$ cat config.mk
export PLATFORM = sky130hd
export DESIGN_NAME = dmem_responder
export DESIGN_NICKNAME = d
export VERILOG_FILES = /design/src/rtl/mem_pkg.sv /design/src/rtl/dmem_array.sv /design/src/rtl/dmem_responder.sv
export SDC_FILE = /design/constraint.sdc
export NUM_CORES = 2
export LEC_CHECK = 0
export ABC_AREA = 0
export CAP_MARGIN = 15
export CELL_PAD_IN_SITES_DETAIL_PLACEMENT = 0
export CELL_PAD_IN_SITES_GLOBAL_PLACEMENT = 2
export CORE_MARGIN = 4
export CORE_UTILIZATION = 33
export DETAILED_ROUTE_END_ITERATION = 8
export MAX_ROUTING_LAYER = met4
export PLACE_DENSITY_LB_ADDON = 0.3
export SYNTH_ARGS = -nofsm -noshare
export SYNTH_HDL_FRONTEND = slang
export SYNTH_SLANG_ARGS = --single-unit
$ cat constraint.sdc
create_clock -name clk -period 7.91 [get_ports clk]
set_input_delay 1.1865 -clock clk [delete_from_list [all_inputs] [get_ports clk]]
set_output_delay 1.1865 -clock clk [all_outputs]
set_load 0.01 [all_outputs]
$ cat src/rtl/mem_pkg.sv
// Shared types and widths for the data-memory responder and its word array.
package mem_pkg;

    typedef enum logic [1:0] {
        IDLE,
        WAIT,
        RESP
    } state_e;

    localparam int WORD_W   = 32;
    localparam int OFFSET_W = 2;

endpackage

$ cat src/rtl/dmem_array.sv
// Word RAM with a synchronous write port and a combinational read port.
module dmem_array
    import mem_pkg::*;
#(
    parameter int DEPTH_WORDS = 64,
    localparam int IDX_W = $clog2(DEPTH_WORDS)
) (
    input  logic              clk,
    input  logic              we,
    input  logic [IDX_W-1:0]  idx,
    input  logic [WORD_W-1:0] wdata,
    output logic [WORD_W-1:0] rdata
);

    logic [WORD_W-1:0] mem [DEPTH_WORDS];

    // NOTE: the array has no reset, so contents survive a responder reset and
    // the RAM can map onto plain memory macros.
    always_ff @(posedge clk) begin
        if (we) begin
            mem[idx] <= wdata;
        end
    end

    assign rdata = mem[idx];

endmodule

$ cat src/rtl/dmem_responder.sv
// Single-outstanding load/store responder: fixed-latency response pulse
// after a valid/ready handshake, with alignment and range checking.
module dmem_responder
    import mem_pkg::*;
#(
    parameter int DEPTH_WORDS = 64,
    parameter int LATENCY     = 2
) (
    input  logic              clk,
    input  logic              reset,
    input  logic              req_valid,
    input  logic              req_we,
    input  logic [WORD_W-1:0] req_addr,
    input  logic [WORD_W-1:0] req_wdata,
    output logic              req_ready,
    output logic              rsp_valid,
    output logic [WORD_W-1:0] rsp_rdata,
    output logic              rsp_err
);

    localparam int IDX_W    = $clog2(DEPTH_WORDS);
    localparam int CNT_W    = (LATENCY > 2) ? $clog2(LATENCY) : 1;
    localparam int CNT_INIT = (LATENCY > 1) ? LATENCY - 2 : 0;
    localparam logic [WORD_W-1:0] DEPTH_L = WORD_W'(DEPTH_WORDS);

    state_e            state_q, state_d;
    logic [CNT_W-1:0]  cnt_q, cnt_d;
    logic [WORD_W-1:0] rdata_q, rdata_d;
    logic              err_q, err_d;

    logic              acc_err;
    logic              mem_we;
    logic [WORD_W-1:0] arr_rdata;

    // Word index is compared over all upper address bits so aliases above the
    // array are flagged rather than wrapped.
    assign acc_err = (req_addr[OFFSET_W-1:0] != '0) ||
                     ({{OFFSET_W{1'b0}}, req_addr[WORD_W-1:OFFSET_W]} >= DEPTH_L);

    dmem_array #(
        .DEPTH_WORDS(DEPTH_WORDS)
    ) u_array (
        .clk   (clk),
        .we    (mem_we),
        .idx   (req_addr[IDX_W+OFFSET_W-1:OFFSET_W]),
        .wdata (req_wdata),
        .rdata (arr_rdata)
    );

    // NOTE: state registers use non-blocking assignments only; all next-state
    // arithmetic happens in the combinational block below.
    always_ff @(posedge clk or negedge reset) begin
        if (!reset) begin
            state_q <= IDLE;
            cnt_q   <= '0;
            rdata_q <= '0;
            err_q   <= 1'b0;
        end else begin
            state_q <= state_d;
            cnt_q   <= cnt_d;
            rdata_q <= rdata_d;
            err_q   <= err_d;
        end
    end

    // NOTE: every signal gets a default first so no path can infer a latch.
    always_comb begin
        state_d = state_q;
        cnt_d   = cnt_q;
        rdata_d = rdata_q;
        err_d   = err_q;
        case (state_q)
            IDLE: begin
                if (req_valid) begin
                    rdata_d = (req_we || acc_err) ? '0 : arr_rdata;
                    err_d   = acc_err;
                    cnt_d   = CNT_W'(CNT_INIT);
                    state_d = (LATENCY == 1) ? RESP : WAIT;
                end
            end
            WAIT: begin
                if (cnt_q == '0) begin
                    state_d = RESP;
                end else begin
                    cnt_d = cnt_q - 1'b1;
                end
            end
            RESP: begin
                rdata_d = '0;
                err_d   = 1'b0;
                state_d = IDLE;
            end
            default: begin
                state_d = IDLE;
            end
        endcase
    end

    always_comb begin
        req_ready = (state_q == IDLE);
        rsp_valid = (state_q == RESP);
        rsp_rdata = rsp_valid ? rdata_q : '0;
        rsp_err   = rsp_valid & err_q;
        mem_we    = req_valid & req_ready & req_we & ~acc_err;
    end

endmodule
Word level (Yosys, flattened, before mapping). Memory sizes are Yosys's and may differ from the RTL's. Cells that the tools add are included.

Add/sub/neg operators: 1. $mul: 0. Divide/modulo/power cells: 0. Magnitude comparators: 1. Equality and inequality tests: 4. Shifts and indexed selects: 0. Muxes and demuxes: 14. Bitwise gates (word level): 5. Reduce and logical (&&, ||, !) cells: 9.

Operators by type and width (count): 32-bit two-way mux (3); 32-bit case mux with 2 select lines (1); 30-bit by 7-bit >= comparator with 1-bit output (second input constant) (1); 2-bit AND reduction (3); 2-bit nonzero test (3); 1-bit two-way mux (5); 1-bit AND (4); 2-bit two-way mux (2); 2-bit inequality test (second input constant) (2); 1-bit case mux with 2 select lines (2); 2-bit case mux with 2 select lines (1); 2-bit by 1-bit equality test with 1-bit output (second input constant) (1); 2-bit equality test (second input constant) (1); 2-bit zero test (1); 1-bit logical OR (2); 1-bit inverter (1); 1-bit subtractor (second input constant) (1).

Register bits: 36. Bits in latches: 0. Memory bits (writable): 2048. Bits in read-only memories: 0. Output and inout bits: 35. Word-level logic and storage cells: 39. Memories: 1.

Memories: u_array.mem (words 64, width 32, rd ports 1, clocked after Yosys merged registers in 0, wr ports 1, line dmem_array.sv:15) `logic [WORD_W-1:0] mem [DEPTH_WORDS];`.

Logic depth before layout (Yosys ltp).
Depth in word-level cells: 6. Gate-level depth with buffers: 11.

By module. Synthesis repeated with hierarchy kept, for this count alone.

Cell total of the unflattened synthesis: 4407. Area, all modules: 80121.8 um2.

By module, submodules not included: dmem_array (instances 1, cells an instance 4207, area each 78287.6 um2, seq. area each 61499.0 um2); dmem_responder (instances 1, cells an instance 200, area each 1834.3 um2, seq. area each 875.8 um2).

Worst setup path after synthesis. OpenSTA, ideal clock, no wires.

Kind: input port to flip-flop. Start point: input port req_addr[3]. End point: memory u_array.mem[10][0], enable pin. Data arrival time: 4.152 ns. Data required time: 7.489 ns. Slack: 3.337 ns. Stages on the path: 8. Path through: buf_2 > buf_2 > buf_2 > buf_2 > buf_2 > buf_1 > nand3_1 > nor2_1.

Cells in the longest elaborated chain, start to end: 6.

Ends and longest elaborated chain: start, declared (line dmem_responder.sv:13) `input logic [WORD_W-1:0] req_addr,`; 30-bit by 7-bit >= comparator with 1-bit output (line dmem_responder.sv:38) `({{OFFSET_W{1'b0}}, req_addr[WORD_W-1:OFFSET_W]} >= DEPTH_L);`; 1-bit logical OR (line dmem_responder.sv:37) `assign acc_err = (req_addr[OFFSET_W-1:0] != '0) ||`; 1-bit inverter (line dmem_responder.sv:104) `mem_we = req_valid & req_ready & req_we & ~acc_err;`; 1-bit AND (line dmem_responder.sv:104); 1-bit two-way mux (line dmem_array.sv:20) `if (we) begin`; 1-bit two-way mux (implied by the code) (line dmem_array.sv:21) `mem[idx] <= wdata;`; end, declared (line dmem_array.sv:15).

Parallel ways exist; a longest one is shown, timed or not.

Worst setup path after layout.
Start point: input port req_addr[14]. End point: memory u_array.mem[60][7], enable pin.

Cells in the longest elaborated chain, start to end: 6.

Ends and longest elaborated chain (line): 30-bit by 7-bit >= comparator with 1-bit output (dmem_responder.sv:38); 1-bit logical OR (dmem_responder.sv:37); 1-bit inverter (dmem_responder.sv:104); 1-bit AND (dmem_responder.sv:104); 1-bit two-way mux (dmem_array.sv:20); 1-bit two-way mux (implied by the code) (dmem_array.sv:21).

Every way passes these cells.

==> impl_metrics.tcl <==
set metrics [dict create \
    max_freq_ghz 0.205 \
    fin_skew_ns 0.0277 \
    rsz0062_at_grt "false" \
    utilization_pct 38.6 \
    clk_path_buf_depth 3 \
    portBuffers 102 \
    vias 46300 \
    synthArstFlopShare_pct 1.68 \
    drv_slew 0 \
    cap_violations 0 \
    finalSetupViolations 0 \
    fin_setup_tns_ns 0 \
    drt-wirelength-per-cell_um 36.7 \
    synth_area_leaders "edfxtp_1 77%, mux4_2 4.1%, mux2i_1 2.6%, o22ai_1 2.5%, mux2_2 2.3%" \
    end_kind "flop" \
    ys_seq_area_share_pct 78.2 \
    post-route-min-period_ns 4.89 \
    netlist.area_leader.share_pct 77.1 \
    grt_overflow 0 \
    start_util_pct 33.2 \
    tritoncts "yes" \
    cts_sinks 2083 \
    worst_slack_ns 3.02 \
    totalPowerFinal_mw 23.3 \
    finalWirelength_um 292000 \
    synth_top_area_cell "edfxtp_1" \
    ys_ff_latch 2083 \
    nets 4647 \
    layout-drive-gt1-share_pct 20.1 \
    hold_path.class "in -> async" \
    antenna_left 0 \
    dp_hpwl_um 176000 \
    path_clk_slew_ns 0.06 \
    critPathKind "in -> reg" \
    die-area_um2 250000 \
    avgSynthCellArea_um2 18.4 \
    grt_antenna_before_repair 18 \
    grt_pass1_vias 44400 \
    vdd_drop_max_uv 183 \
    hold_viol 0 \
    max-slew-margin-rel_pct 12.3 \
    io_pins 103 \
    grt_usage_pct 23.5 \
    r2r-end "u_array.mem[60][7]" \
    fin_area_um2 92900 \
    r2r-start "state_q[1]" \
    reg2reg_depth 7 \
    drt-initial-drc-count 6671 \
    dp.cells 7542 \
    crit_path_start_kind "input pin" \
    netlist_instances 4342 \
    grt.busiest_layer "met2" \
    cts_root_buf "clkbuf_16" \
    synth_cell_types 68 \
    stdcell_count 7958 \
    syn_area_um2 79800 \
    cts_buffers 215 \
    grt_pass1_wl_um 395000 \
    cp_max_fo 23 \
    syn_nets 4410 \
    gp_congestion 0.858 \
    yosys_warnings 0 \
    grt_use_met1_pct 33.3 \
    post-route-period-util_pct 61.8 \
    core-area_um2 241000 \
    met3_usage_pct 4.00 \
    ctsHoldBuffers 0 \
    worstPathArrival_ns 5.44 \
    status "finished clean" \
    rrSetupSlack_ns 3.87 \
    drt-vias-per-instance 5.82 \
    placed_area_um2 86000 \
    rows 180 \
    synthFlopType "edfxtp_1" \
    postCtsSetupBuffers 0 \
    syn2layout_area_growth_pct 16.4 \
    drc 0 \
    dr.pass1.iters 5 \
    leakagePower_nw 29.0 \
    die_w_um 500 \
    ctsResizeCount 0 \
    power_density_nw_per_um2 251 \
    clkLatencyLatePin_ns 0.85 \
    use_met2_pct 35.6 \
    timing.hold.ws_ns 0.453 \
    dp_slack_ns 2.20 \
    synth_edf_count 2048 \
    die_h_um 500 \
    grt_max_degree 98 \
    cp.required_ns 8.46 \
    cts_max_level 4 \
    tightestPinTransition_ns 1.30 \
]
==> cell type report <==
type | count | area, um^2
Sequential cell | 2083 | 62400
Fill cell | 22000 | 148000
Timing Repair Buffer | 315 | 2990
Tap cell | 3185 | 3990
Clock inverter | 125 | 1070
Clock buffer | 274 | 5730
Multi-Input combinational cell | 1956 | 16700
Antenna cell | 12 | 30.0
Inverter | 8 | 36.3
==> per-layer routing <==
metal / wire [um] / up-vias / part of all wire [%]
met3: 24100 / 372 / 8.2
met4: 7660 / 0 / 2.6
met1: 126000 / 25000 / 43
met5: 0 / - / 0
li1: - / 18500 / -
met2: 134000 / 2409 / 46
==> kinds of logic (layout without fill, tap and decap cells) <==
group	after synthesis	count (layout)	share of synthesized area [%]
simple gates	439	439	2.57
flops	2083	2083	78.2
buf+inv	303	722	1.70
compound gates	1002	1002	8.55
other cells	0	12	0
mux	515	515	9.00
==> synthesized netlist by cell type (22+ instances only) <==
cell,n
edfxtp_1,2048
o22ai_1,313
mux2i_1,207
mux2_2,162
nor2_1,147
mux4_2,146
a21oi_1,139
clkbuf_1,133
o21ai_0,131
nand2_1,124
o221ai_1,122
buf_2,106
a22oi_1,67
a211oi_1,38
and2_1,38
dfrtp_1,35
buf_1,34
a221oi_1,30
a22o_1,24
nand3_1,24
nor3_1,22
==> critical path, stage by stage <==
cell and delay (ns):
clkdlybuf4s50_1 0.40, nor4_1 0.34, nand4_1 0.25, nor3_1 0.28, and3_1 0.56, nand3_1 0.97
nor2_4 1.09, buf_4 0.34
==> registers in the layout, summed over array words and instances, names as in the netlist <==
signal,count
err_q,1
rdata_q,32
state_q,2
u_array.mem,2048
==> layout by cell type, fill, tap and decap left out, drive strengths merged, types with 67 or more instances in the layout <==
cell and count:
a22oi 67, o22ai 313, buf 248, clkbuf 275, nand2 124, o21ai 132
mux2 162, nor2 147, o221ai 122, a21oi 139, edfxtp 2048, mux4 146
mux2i 207, clkinv 101
==> worst max-delay path by stage <==
stage	from	endpoint	slack, ns	depth (start not counted)
floorplan	req_addr[3]	u_array.mem[10][0]	3.34	8
global placement	req_addr[14]	u_array.mem[52][8]	1.93	8
detailed placement	req_addr[14]	u_array.mem[28][22]	2.20	7
CTS	req_addr[14]	u_array.mem[34][5]	3.10	8
global route	req_addr[8]	u_array.mem[60][2]	2.93	8
finish	req_addr[14]	u_array.mem[60][7]	3.02	8
==> where the power goes <==
group          leakage (nW)  switching [mW]  total [mW]  internal (mW)
clock                  3.32            4.36        9.90           5.54
combinational          6.75           0.989        1.32          0.333
sequential             18.9         0.00271        12.1           12.1
No activity file was read; power rests on OpenSTA's default activity.
